## config.mk

```make
export PLATFORM = sky130hd
export DESIGN_NAME = pio_irq_bank
export DESIGN_NICKNAME = d
export VERILOG_FILES = /design/src/rtl/pio_irq_bank.sv
export SDC_FILE = /design/constraint.sdc
export NUM_CORES = 1
export LEC_CHECK = 0
export CAP_MARGIN = 30
export CORE_UTILIZATION = 30
export DETAILED_ROUTE_END_ITERATION = 6
export DONT_BUFFER_PORTS = 1
export PLACE_DENSITY = 0.44
export SLEW_MARGIN = 30
export SYNTH_ARGS = -nofsm -noshare
export SYNTH_HDL_FRONTEND = slang
export SYNTH_SLANG_ARGS = --single-unit
export TNS_END_PERCENT = 10
```

## constraint.sdc

```tcl
create_clock -name clk_clk -period 1.1 [get_ports clk_clk]
set_input_delay 0.165 -clock clk_clk [delete_from_list [all_inputs] [get_ports clk_clk]]
set_output_delay 0.165 -clock clk_clk [all_outputs]
set_load 0.03 [all_outputs]
```

## src/rtl/pio_irq_bank.sv

```systemverilog
// Avalon-MM PIO: synchronised/debounced input bank with edge capture and masked IRQ,
// plus an output bank with atomic set/clear. Define DEBOUNCE_EN for per-bit debounce counters.
module pio_irq_bank #(
    parameter int unsigned IN_WIDTH   = 2,
    parameter int unsigned OUT_WIDTH  = 16,
    parameter int unsigned EDGE_TYPE  = 1,
    parameter int unsigned DEB_CYCLES = 50000,
    parameter logic [31:0] OUT_RESET  = 32'd0
) (
    input  logic                 clk_clk,
    input  logic                 reset_reset_n,
    input  logic [2:0]           avs_address,
    input  logic                 avs_chipselect,
    input  logic                 avs_read,
    input  logic                 avs_write,
    input  logic [31:0]          avs_writedata,
    output logic [31:0]          avs_readdata,
    output logic                 irq,
    input  logic [IN_WIDTH-1:0]  pio_in_export,
    output logic [OUT_WIDTH-1:0] pio_out_export
);

    localparam logic [2:0] ADDR_DATA_IN  = 3'd0;
    localparam logic [2:0] ADDR_DATA_OUT = 3'd1;
    localparam logic [2:0] ADDR_IRQ_MASK = 3'd2;
    localparam logic [2:0] ADDR_EDGE_CAP = 3'd3;
    localparam logic [2:0] ADDR_OUT_SET  = 3'd4;
    localparam logic [2:0] ADDR_OUT_CLR  = 3'd5;

    logic                 wr_en;
    logic                 rd_en;
    logic [IN_WIDTH-1:0]  sync1;
    logic [IN_WIDTH-1:0]  sync2;
    logic [IN_WIDTH-1:0]  stable;
    logic [IN_WIDTH-1:0]  stable_d;
    logic [IN_WIDTH-1:0]  edge_det;
    logic [IN_WIDTH-1:0]  edge_clr;
    logic [IN_WIDTH-1:0]  edge_cap;
    logic [IN_WIDTH-1:0]  mask;
    logic [OUT_WIDTH-1:0] out_reg;
    logic [31:0]          rd_mux;
    logic                 unused_wdata;

    assign wr_en          = avs_chipselect & avs_write;
    assign rd_en          = avs_chipselect & avs_read;
    assign pio_out_export = out_reg;
    assign unused_wdata   = ^avs_writedata;

    always_ff @(posedge clk_clk) begin
        if (!reset_reset_n) begin
            sync1 <= '0;
            sync2 <= '0;
        end else begin
            sync1 <= pio_in_export;
            sync2 <= sync1;
        end
    end

`ifdef DEBOUNCE_EN
    localparam int unsigned CW = (DEB_CYCLES > 1) ? $clog2(DEB_CYCLES) : 1;
    localparam logic [CW-1:0] CNT_TC = CW'(DEB_CYCLES - 1);

    logic [CW-1:0] deb_cnt [IN_WIDTH];

    // A bit only moves once sync2 has disagreed with it for DEB_CYCLES consecutive cycles.
    always_ff @(posedge clk_clk) begin
        for (int i = 0; i < int'(IN_WIDTH); i++) begin
            if (!reset_reset_n) begin
                deb_cnt[i] <= '0;
                stable[i]  <= 1'b0;
            end else if (sync2[i] == stable[i]) begin
                deb_cnt[i] <= '0;
            end else if (deb_cnt[i] == CNT_TC) begin
                deb_cnt[i] <= '0;
                stable[i]  <= sync2[i];
            end else begin
                deb_cnt[i] <= deb_cnt[i] + 1'b1;
            end
        end
    end
`else
    always_ff @(posedge clk_clk) begin
        if (!reset_reset_n) stable <= '0;
        else                stable <= sync2;
    end
`endif

    always_comb begin
        edge_det = '0;
        if (EDGE_TYPE == 0)      edge_det = stable & ~stable_d;
        else if (EDGE_TYPE == 1) edge_det = ~stable & stable_d;
        else                     edge_det = stable ^ stable_d;
    end

    always_comb begin
        edge_clr = '0;
        if (wr_en && avs_address == ADDR_EDGE_CAP)
            edge_clr = avs_writedata[IN_WIDTH-1:0];
    end

    // A fresh edge wins over a simultaneous write-one-to-clear.
    always_ff @(posedge clk_clk) begin
        if (!reset_reset_n) begin
            stable_d <= '0;
            edge_cap <= '0;
            mask     <= '0;
            irq      <= 1'b0;
        end else begin
            stable_d <= stable;
            edge_cap <= (edge_cap & ~edge_clr) | edge_det;
            if (wr_en && avs_address == ADDR_IRQ_MASK)
                mask <= avs_writedata[IN_WIDTH-1:0];
            irq <= |(edge_cap & mask);
        end
    end

    always_ff @(posedge clk_clk) begin
        if (!reset_reset_n) begin
            out_reg <= OUT_RESET[OUT_WIDTH-1:0];
        end else if (wr_en) begin
            case (avs_address)
                ADDR_DATA_OUT: out_reg <= avs_writedata[OUT_WIDTH-1:0];
                ADDR_OUT_SET:  out_reg <= out_reg | avs_writedata[OUT_WIDTH-1:0];
                ADDR_OUT_CLR:  out_reg <= out_reg & ~avs_writedata[OUT_WIDTH-1:0];
                default:       out_reg <= out_reg;
            endcase
        end
    end

    always_comb begin
        rd_mux = '0;
        case (avs_address)
            ADDR_DATA_IN:  rd_mux[IN_WIDTH-1:0]  = stable;
            ADDR_DATA_OUT: rd_mux[OUT_WIDTH-1:0] = out_reg;
            ADDR_IRQ_MASK: rd_mux[IN_WIDTH-1:0]  = mask;
            ADDR_EDGE_CAP: rd_mux[IN_WIDTH-1:0]  = edge_cap;
            default:       rd_mux = '0;
        endcase
    end

    always_ff @(posedge clk_clk) begin
        if (!reset_reset_n) avs_readdata <= '0;
        else if (rd_en)     avs_readdata <= rd_mux;
    end

endmodule

```

==> results of run 1 <==
routing by layer:
metal | global-route usage | routed length (um)
met2 | 0.263 | 2330
met4 | 0.0536 | 59
met1 | 0.175 | 2040
met5 | 0 | 0
met3 | 0.0511 | 365
what timing repair did:
item	CTS	global route
gates resized for setup	0	0
endpoints found under the hold margin	25	0
hold buffers	18	0
layout by cell type, fill, tap and decap left out:
master         count
a21oi_1            4
a22oi_1            1
a32o_1            16
a32oi_1           14
and2_1             8
and3b_1            1
and4b_1            1
and4b_2            1
buf_4             38
bufinv_16          1
clkbuf_1           1
clkbuf_8           6
clkinv_1           1
conb_1            16
dfxtp_1           45
dlygate4sd3_1     18
inv_1              1
mux2i_1            4
nand2_1            3
nand2b_1           2
nand2b_2           1
nand3_1            2
nand4b_1           3
nor2_1            15
nor2_4             1
nor2b_2            1
nor4_1             2
o21a_1             2
o21ai_0           10
o21ai_1           10
o2bb2ai_1          2
xnor2_1            1
power by group:
part	switching, uW	internal (uW)	total (uW)
registers	17.6	1660	1670
logic	197	116	313
clock network	527	740	1270
total	742	2510	3250
state kept, by name, summed over array words and instances (netlist names):
name	count
avs_readdata	16
edge_cap	2
irq	1
mask	2
pio_out_export	16
stable	2
stable_d	2
sync1	2
sync2	2
Yosys cell counts:
cell type	instances	area (sq um)
nor2b_1	1	6.26
nand3_1	2	10.0
mux2i_1	4	40.0
nor4_1	2	12.5
dfxtp_1	45	901
buf_4	17	128
nand2b_2	1	8.76
clkbuf_1	5	18.8
and3b_1	1	8.76
a32o_1	16	160
buf_6	3	33.8
nand2b_1	2	12.5
and4b_1	1	10.0
buf_2	3	15.0
and4b_2	1	11.3
a32oi_1	14	123
nor2_4	1	11.3
o2bb2ai_1	2	17.5
conb_1	1	3.75
and2_1	8	50.1
nor2_1	15	56.3
a21oi_1	4	20.0
o21ai_1	10	50.1
xnor2_1	1	8.76
a22oi_1	1	7.51
nand4b_1	3	26.3
o21ai_0	10	50.1
inv_1	1	3.75
o21a_1	2	15.0
clkinv_1	1	3.75
nand2_1	3	11.3
cell type report:
class,count,area share
Clock inverter,1,0.0127
Clock buffer,7,0.0364
Multi-Input combinational cell,121,0.333
Tap cell,75,0.0395
Sequential cell,45,0.380
Timing Repair Buffer,56,0.196
Inverter,2,0.00316
logic make-up after synthesis:
logic type | after synthesis
compound gates | 59
flops | 45
simple gates | 41
buf+inv | 30
mux | 4
xor+xnor | 1
other cells | 1
through the flow:
step           setup WS, ns  cell area [sq um]  cells
2_1_floorplan        0.0229               1890    196
3_3_place_gp         -0.209               2070    281
3_5_place_dp         -0.254               2070    281
4_1_cts              0.0529               2370    307
5_1_grt              0.0374               2370    307
6_report             0.0721               2370    307
path summary, 6_finish.rpt:
check / start / to / slack (ns) / cells past startpoint
setup / recovery: pio_out_export[15]$_SDFFE_PN0P_ / pio_out_export[15] / 0.07 / 1
setup reg to reg: edge_cap[0]$_SDFF_PN0_ / avs_readdata[0]$_SDFFE_PN0P_ / 0.26 / 3
hold / removal: avs_writedata[13] / pio_out_export[13]$_SDFFE_PN0P_ / 0.01 / 1
hold reg to reg: sync1[1]$_SDFF_PN0_ / sync2[1]$_SDFF_PN0_ / 0.44 / 1
==> results.txt, run 1 <==
Core area: 5920 sq um
Status: finished, final reports clean
IO Count: 91
Total grt overflow: 0
GPL Wtd Cong: 0.769
Distinct cells, synth: 31
Crit-path slowest cell: dfxtp_1
Gr usage total: 0.153
Crit end category: output pin
Largest net degree at the start of global routing: 20
Residual DRC count: 0
HPWL after DPL: 3410 um
CTS sink cnt: 45
Compound-Gate Fraction of Synth Area: 0.241
Synth-to-Final Area Change: 29.4%
TritonCTS clock tree: done
VDD IR max: 0.735 mV
WP data arrival: 0.86 ns
TNS Setup: 0 ns
# rows: 28
Root Buffer Master: clkbuf_8
Post-synthesis sequential area ratio: 0.491
1st-pass router iterations: 4
Average vias per placed instance: 5.10
Die area: 6430 sq um
First-pass GRT wire length: 7400 um
Starting Density: 0.310
Endpoints failing setup: 0
WS Path Type: reg -> out
Post-route ant nets: 0
P_leak: 0.000934 uW
Vias after detailed routing: 1567
Final hold violation count: 0
Layout Nets: 273
Core Util, Final: 0.401
Cell Chain, Critical Path: buf_4
Tmin final: 1.03 ns
Final Power: 3250 uW
Post-Synth Adder-Cell Area: 0
PD cells: 1370 nW/um^2
Max Cap Viol: 0
CP Buf/Inv Count: 1
Layout cells sized above 1: 0.211
Fin Hold WS: 0.0127 ns
Final period util: 0.934
Worst-margin pin slew: 0.591 ns
Number of global-route vias before repair: 1552
RSZ-0062 raised after global routing: no
Largest family of logic cells by synthesized area: compound AO/OA/AOI/OAI gates
Critical-path maximum fanout: 3
DR iter-0 viols: 77
YS warnings: 0
Required time worst endpoint: 0.94 ns
Cell family with most CP delay: flip-flops
Multiplexer share of the synthesized area: 0.0218
Clock Skew: 0.00292 ns
Post-CTS Repair Setup Buffers: 0
TritonCTS buffer count: 5
CP startpoint kind: register
Rel. slew slack: 0.605
Filler cells: 597
Clock transition at path regs: 0.08 ns
Syn Std Cell Area: 1830 sq um
Initial antenna violation count: 0
H-tree levels: 2
CTS Buffer Depth: 2
Post-Synth Simple-Gate Area: 0.128
FF+latch area: 901 sq um
Die height: 80.2 um
#FFs+latches synth: 45
Routed WL: 4790 um
N_diodes: 0
Worst-Skew Late Latency: 0.29 ns
Critical Path Max Stage Delay: 0.39 ns
Multi-input gate area: 790 sq um
Syn_area_per_cell: 10.1 sq um
Die Span X: 80.2 um
Max-slew violation count: 0
Syn Inst Count: 181
Routed length per placed instance: 15.6 um
Fmax achieved: 973 MHz
PortBufs: 0
Xor and xnor area share after synthesis: 0.00477
Min-Delay Path Class: in -> reg
No activity file was read; power rests on OpenSTA's default activity.
==> run 2, diff against run 1 <==
--- a/config.mk
+++ b/config.mk
@@ -5,11 +5,12 @@
 export SDC_FILE = /design/constraint.sdc
 export NUM_CORES = 1
 export LEC_CHECK = 0
+export ABC_AREA = 1
 export CAP_MARGIN = 30
-export CORE_UTILIZATION = 30
+export CORE_UTILIZATION = 50
 export DETAILED_ROUTE_END_ITERATION = 6
 export DONT_BUFFER_PORTS = 1
-export PLACE_DENSITY = 0.44
+export PLACE_DENSITY = 0.67
 export SLEW_MARGIN = 30
 export SYNTH_ARGS = -nofsm -noshare
 export SYNTH_HDL_FRONTEND = slang
==> run 2 against run 1 <==
First-iteration DRC count increased by 12%. Clock skew up 0.00060 ns. Final area grew 0.47%. Critical endpoint is now pio_out_export[8]. Largest power group unchanged.
==> results.txt, run 2 <==
Hold endpoint: pio_out_export[2]$_SDFFE_PN0P_
Sw power: 810 uW (+9.2%)
Combinational share of power: 0.111 (+0.015)
Worst-Skew Late Latency: 0.30 ns (about the same)
CTS Buffer Depth: 2 (unchanged)
Core area: 3770 sq um (-36%)
Initial antenna violation count: 0 (unchanged)
Critical Path Max Stage Delay: 0.40 ns (about the same)
Layout Nets: 328 (+20%)
H-tree levels: 2 (unchanged)
TNS Setup: 0 ns (unchanged)
CTS sink cnt: 45 (unchanged)
Clock Skew: 0.00353 ns (+0.000604 ns)
R2r setup slk: 0.29 ns (+0.03 ns)
Clock transition at path regs: 0.08 ns (about the same)
Sw frac: 0.251 (+0.0230)
Internal power: 2420 uW (-3.8%)
Distinct cells, synth: 26 (-16%)
RSZ-0062 raised after global routing: no
Clock network fraction of total power: 0.368 (-0.022)
VDD IR max: 0.804 mV (+9.4%)
Hold Startpoint: avs_writedata[2]
Biggest area consumer among synthesized cells: dfxtp_1
Placed cell count: 323 (+15%)
Syn Std Cell Area: 2010 sq um (+9.8%)
Compound-Gate Fraction of Synth Area: 0.170 (-0.0713)
Starting Density: 0.534 (+0.224)
Post-synth EDFFs: 0 (unchanged)
Post-Synth Adder-Cell Area: 0 (unchanged)
First-pass GRT wire length: 7230 um (-2.3%)
Final period util: 0.946 (+0.0117)
CP startpoint kind: register
Die height: 65.5 um (-18%)
Reg-to-Reg Start: edge_cap[0]$_SDFF_PN0_
R2R Path End: avs_readdata[0]$_SDFFE_PN0P_
Endpoints failing setup: 0 (unchanged)
Routed WL: 4340 um (-9.6%)
Commonest cells after routing, fill and taps aside: nand2_1 (53), dfxtp_1 (45), buf_4 (37)
Commonest non-fill, non-tap cell in the layout: nand2_1
Max Cap Viol: 0 (unchanged)
Xor and xnor area share after synthesis: 0 (-0.00477)
Max-slew violation count: 0 (unchanged)
Post-CTS Repair Setup Buffers: 0 (unchanged)
# resized after CTS: 0 (unchanged)
Total grt overflow: 0 (unchanged)
Tmin final: 1.04 ns (+0.0128 ns)
DR iter-0 viols: 86 (+12%)
Average vias per placed instance: 5.28 (+3.4%)
Die area: 4290 sq um (-33%)
Fmax achieved: 961 MHz (-1.2%)
N_diodes: 0 (unchanged)
Largest net degree at the start of global routing: 29 (+45%)
Filler cells: 357 (-40%)
Top-count cell post-synth: nand2_1
TritonCTS buffer count: 5 (unchanged)
Final Power: 3230 uW (-0.84%)
Share of Yosys cell area claimed by the top area cell type: 0.447 (-0.0439)
Reg power frac: 0.521 (+0.007)
Top post-synthesis cells by area: dfxtp_1 (45%), nand2_1 (9.9%), a21oi_1 (8.9%)
Synth-to-Final Area Change: 18.4%
Fin Hold WS: 0.0263 ns (+0.0136 ns)
Root Buffer Master: clkbuf_8
Residual DRC count: 0 (unchanged)
WP data arrival: 0.88 ns (+0.02 ns)
WS Path Type: reg -> out
Synth top cells by count: nand2_1 (53), dfxtp_1 (45), a21oi_1 (36)
Hold path cells: 2 (+1)
PD cells: 1350 nW/um^2 (-1.3%)
Multiplexer share of the synthesized area: 0 (-0.0218)
HPWL after DPL: 3090 um (-9.2%)
1st-pass router iterations: 4 (unchanged)
Synth async-reset ratio: 0 (unchanged)
Final hold violation count: 0 (unchanged)
Post-Synth Simple-Gate Area: 0.245 (+0.116)
Die Span X: 65.5 um (-18%)
Crit-path slowest cell: dfxtp_1
Vias after detailed routing: 1762 (+12%)
Post-Layout Cell Count: 334 (+8.8%)
Cell Chain, Critical Path: buf_4
Required time worst endpoint: 0.94 ns (about the same)
Post-route ant nets: 0 (unchanged)
Status: finished, final reports clean
PortBufs: 0 (unchanged)
Syn Inst Count: 250 (+38%)
IO Count: 91 (unchanged)
YS warnings: 0 (unchanged)
Min-Delay Path Class: in -> reg
Layout cells sized above 1: 0.238 (+0.0266)
Most used DFF post-synth: dfxtp_1
Worst R2R Path Depth: 4 (+1)
# rows: 22 (-21%)
P_leak: 0.000963 uW (+3.1%)
Syn_area_per_cell: 8.06 sq um (-20%)
Number of global-route vias before repair: 1592 (+2.6%)
Cell family with most CP delay: flip-flops
GPL Wtd Cong: 0.888 (+15%)
Largest family of logic cells by synthesized area: simple AND/OR/NAND/NOR gates
Gr usage total: 0.222 (+0.0694)
TritonCTS clock tree: done
Crit end category: output pin
Critical-path maximum fanout: 3 (unchanged)
Core Util, Final: 0.632 (+0.231)
CP Buf/Inv Count: 1 (unchanged)
Post-synthesis sequential area ratio: 0.447 (-0.0439)
Routed length per placed instance: 13.0 um (-17%)
#FFs+latches synth: 45 (unchanged)
-- run 2: cell count changes after synthesis, sizes merged, moves of 3 or more --
| cell | before | now |
|---|---|---|
| inv | 1 | 16 |
| a32o | 16 | 0 |
| nand2b | 3 | 0 |
| nand4 | 0 | 19 |
| a32oi | 14 | 0 |
| a21oi | 4 | 38 |
| nand4b | 3 | 0 |
| nand2 | 3 | 57 |
| nand3 | 2 | 21 |
| and2 | 8 | 0 |
| mux2i | 4 | 0 |
| nor2 | 16 | 3 |
-- run 2: how the worst max path moves through the flow --
| stage | startpoint | end | slack (ns) | depth (start not counted) |
|---|---|---|---|---|
| finish | pio_out_export[8]$_SDFFE_PN0P_ | pio_out_export[8] | 0.06 | 1 |
| global route | pio_out_export[6]$_SDFFE_PN0P_ | pio_out_export[6] | 0.03 | 1 |
| CTS | pio_out_export[6]$_SDFFE_PN0P_ | pio_out_export[6] | 0.05 | 1 |
| detailed placement | avs_address[1] | pio_out_export[1]$_SDFFE_PN0P_ | 0.10 | 7 |
| global placement | avs_address[1] | pio_out_export[1]$_SDFFE_PN0P_ | 0.13 | 7 |
| floorplan | avs_address[0] | pio_out_export[15]$_SDFFE_PN0P_ | 0.12 | 5 |
-- run 2: timing repair --
item | CTS | global route
hold buffers | 4 | 0
setup endpoints to repair | 0 | 0
hold endpoints to repair | 9 | 0
-- run 2: cell families after synthesis --
group                  after synthesis
and+or+nand+nor                    100
buffers and inverters               46
AOI/OAI and AO/OA                   58
DFF                                 45
other                                1
-- run 2: power groups by stage --
stage	sequential (uW)	clock, uW	combinational (uW)
after global routing	1680	1280	387
after global placement	1720	0	338
after floorplan	1750	0	295
after CTS	1680	1230	357
after detailed placement	1720	0	341
final	1680	1190	357
-- run 2: metrics by stage --
stage | area, sq um | worst slack, ns
3_3_place_gp | 2240 | 0.134
5_1_grt | 2380 | 0.0264
4_1_cts | 2380 | 0.0501
3_5_place_dp | 2240 | 0.103
2_1_floorplan | 2070 | 0.123
6_report | 2380 | 0.0592
-- run 2: area by class of cell --
class                      count  area [sq um]  area share
clock buffer                   5          68.8      0.0289
clock inverter                 2          35.0      0.0147
inverter                      17          66.3      0.0278
multi-input combinational    174           896       0.376
sequential                    45           901       0.378
tap                           48          60.1      0.0252
timing repair buffer          43           358       0.150
-- run 2: routing by layer --
metal	global-route usage	wire [um]	up-vias
met5	0	0	-
met4	0.0842	78	0
met3	0.0729	364	8
met2	0.347	2020	72
met1	0.282	1880	800
li1	-	-	882
==> run 3, diff against run 2 <==
--- a/config.mk
+++ b/config.mk
@@ -10,7 +10,7 @@
 export CORE_UTILIZATION = 50
 export DETAILED_ROUTE_END_ITERATION = 6
 export DONT_BUFFER_PORTS = 1
-export PLACE_DENSITY = 0.67
+export PLACE_DENSITY = 0.64
 export SLEW_MARGIN = 30
 export SYNTH_ARGS = -nofsm -noshare
 export SYNTH_HDL_FRONTEND = slang
==> constraint.sdc (replaced) <==
create_clock -name clk_clk -period 1 [get_ports clk_clk]
set_input_delay 0.15 -clock clk_clk [delete_from_list [all_inputs] [get_ports clk_clk]]
set_output_delay 0.15 -clock clk_clk [all_outputs]
set_load 0.03 [all_outputs]
==> run 3 against run 2 <==
Final area increased by 1.1%. Register-to-register slack got worse by 0.11 ns. Utilization increased by 0.70 points. Clock power decreased by 7%. Non-clock buffer count increased by 2. Sequential power increased by 10%. Power increased by 4.4%. Sequential share of layout area increased by 0.31 points. Critical path depth unchanged. Global-route usage increased by 0.20 points. Wire length increased by 2.2%. Critical path type unchanged.
==> results.txt, run 3 (synthesis gave the netlist of run 2 again) <==
PD cells: 1400 nW/um^2 (+3.2%)
H-tree levels: 2 (unchanged)
HPWL after DPL: 3200 um (+3.4%)
Die area: 4290 sq um (unchanged)
Post-route ant nets: 0 (unchanged)
Sw power: 877 uW (+8.3%)
Final hold violation count: 0 (unchanged)
PortBufs: 0 (unchanged)
Die height: 65.5 um (unchanged)
R2R Path End: avs_readdata[0]$_SDFFE_PN0P_
DR iter-0 viols: 82 (-4.7%)
Initial antenna violation count: 0 (unchanged)
Reg power frac: 0.550 (+0.029)
Core Util, Final: 0.639 (+0.00697)
Crit end category: output pin
Hold Startpoint: avs_writedata[14]
Fin area: 2410 sq um (+1.1%)
Commonest cells after routing, fill and taps aside: nand2_1 (53), a21oi_1 (36), buf_4 (36)
Cell Chain, Critical Path: buf_6
Worst slack at placement: 0.0821 ns (-0.0207 ns)
CTS sink cnt: 45 (unchanged)
IO Count: 91 (unchanged)
Synth-to-Final Area Change: 19.7%
Clock network fraction of total power: 0.331 (-0.037)
Hold endpoint: pio_out_export[14]$_SDFFE_PN0P_
Tmin final: 0.965 ns
Setup ws final: 0.0351 ns (-0.0241 ns)
Starting Density: 0.534 (unchanged)
Fmax achieved: 1040 MHz
Total grt overflow: 0 (unchanged)
Max-slew violation count: 0 (unchanged)
Clock transition at path regs: 0.08 ns (about the same)
Routed length per placed instance: 13.2 um (+1.6%)
CTS Buffer Depth: 2 (unchanged)
Critical Path Max Stage Delay: 0.38 ns (-0.02 ns)
Gr usage total: 0.224 (+0.00196)
Average vias per placed instance: 5.10 (-3.2%)
# rows: 22 (unchanged)
Status: finished, final reports clean
Clock Skew: 0.00433 ns (+0.000807 ns)
P_leak: 0.000973 uW (+1.0%)
Placed inst area: 2260 sq um (+0.67%)
CP startpoint kind: register
Die Span X: 65.5 um (unchanged)
Combinational share of power: 0.118 (+0.007)
WP data arrival: 0.81 ns (-0.07 ns)
Required time worst endpoint: 0.85 ns (-0.09 ns)
TritonCTS clock tree: done
Critical-path maximum fanout: 3 (unchanged)
Layout cells sized above 1: 0.288 (+0.0504)
Internal power: 2490 uW (+3.0%)
1st-pass router iterations: 4 (unchanged)
Min-Delay Path Class: in -> reg
Cell family with most CP delay: flip-flops
Endpoints failing setup: 0 (unchanged)
CP Buf/Inv Count: 1 (unchanged)
Root Buffer Master: clkbuf_8
Fin Hold WS: 0.00393 ns (-0.0223 ns)
Crit-path slowest cell: dfxtp_1
Number of global-route vias before repair: 1544 (-3.0%)
RSZ-0062 raised after global routing: no
Core area: 3770 sq um (unchanged)
Commonest non-fill, non-tap cell in the layout: nand2_1
Hold path cells: 2 (unchanged)
Layout Nets: 330 (+0.61%)
VDD IR max: 1.10 mV (+36%)
Max Cap Viol: 0 (unchanged)
FF+latch area: 918 sq um (+1.9%)
GPL Wtd Cong: 0.860 (-3.1%)
Filler cells: 344 (-3.6%)
Routed WL: 4430 um (+2.2%)
TNS Setup: 0 ns (unchanged)
Residual DRC count: 0 (unchanged)
Worst-Skew Late Latency: 0.29 ns (about the same)
R2r setup slk: 0.18 ns (-0.11 ns)
Final period util: 0.965
Worst R2R Path Depth: 4 (unchanged)
Sw frac: 0.260 (+0.00948)
N_diodes: 0 (unchanged)
WS Path Type: reg -> out
Vias after detailed routing: 1715 (-2.7%)
Largest net degree at the start of global routing: 25 (-14%)
First-pass GRT wire length: 7240 um (about the same)
Multi-input gate area: 896 sq um (unchanged)
Reg-to-Reg Start: edge_cap[0]$_SDFF_PN0_
TritonCTS buffer count: 5 (unchanged)
[run 3: repair_timing]
item                                    CTS  global route
hold buffers                              3             1
endpoints found under the setup margin    6            11
endpoints found under the hold margin    10             1
setup buffers                             0             0
resized for setup                         6            11
[run 3: layer usage]
layer,vias up,track usage,part of all wire
met5,-,0,0
met4,0,0.0571,0.011
met3,5,0.0625,0.053
met2,56,0.360,0.46
met1,762,0.294,0.47
li1,892,-,-
[run 3: final cells by class]
type | instances | share of cell area
inverters | 17 | 0.0275
multi-input cells | 174 | 0.372
clock buffers | 7 | 0.0358
repair buffers | 45 | 0.159
flip-flops and latches | 45 | 0.381
well taps | 48 | 0.0249
[run 3: worst max path at each step]
| stage | from | endpoint | cells past startpoint |
|---|---|---|---|
| 5_1_grt | avs_readdata[8]$_SDFFE_PN0P_ | avs_readdata[8] | 1 |
| 3_5_place_dp | avs_address[1] | pio_out_export[8]$_SDFFE_PN0P_ | 6 |
| 3_3_place_gp | avs_address[1] | pio_out_export[0]$_SDFFE_PN0P_ | 7 |
| 4_1_cts | pio_out_export[0]$_SDFFE_PN0P_ | pio_out_export[0] | 1 |
| 6_report | pio_out_export[2]$_SDFFE_PN0P_ | pio_out_export[2] | 1 |
| 2_1_floorplan | avs_address[0] | pio_out_export[15]$_SDFFE_PN0P_ | 5 |
[run 3: power by group through the flow]
stage               combinational [uW]  sequential, uW  clock, uW
global placement                   378            1890          0
detailed placement                 379            1890          0
floorplan                          324            1920          0
CTS                                394            1850       1140
global route                       431            1860       1210
finish                             399            1850       1110
[run 3: worst reg2reg max path, cell delays in order, from the launching register on]
cell	delay, ns
dfxtp_1	0.35
nand4_1	0.11
nand2_1	0.09
o21ai_1	0.08
a21oi_1	0.13
[run 3: per-stage QoR]
stage          power, uW  instances
2_1_floorplan       2250        265
3_3_place_gp        2270        325
3_5_place_dp        2270        325
4_1_cts             3380        335
5_1_grt             3500        336
6_report            3370        336
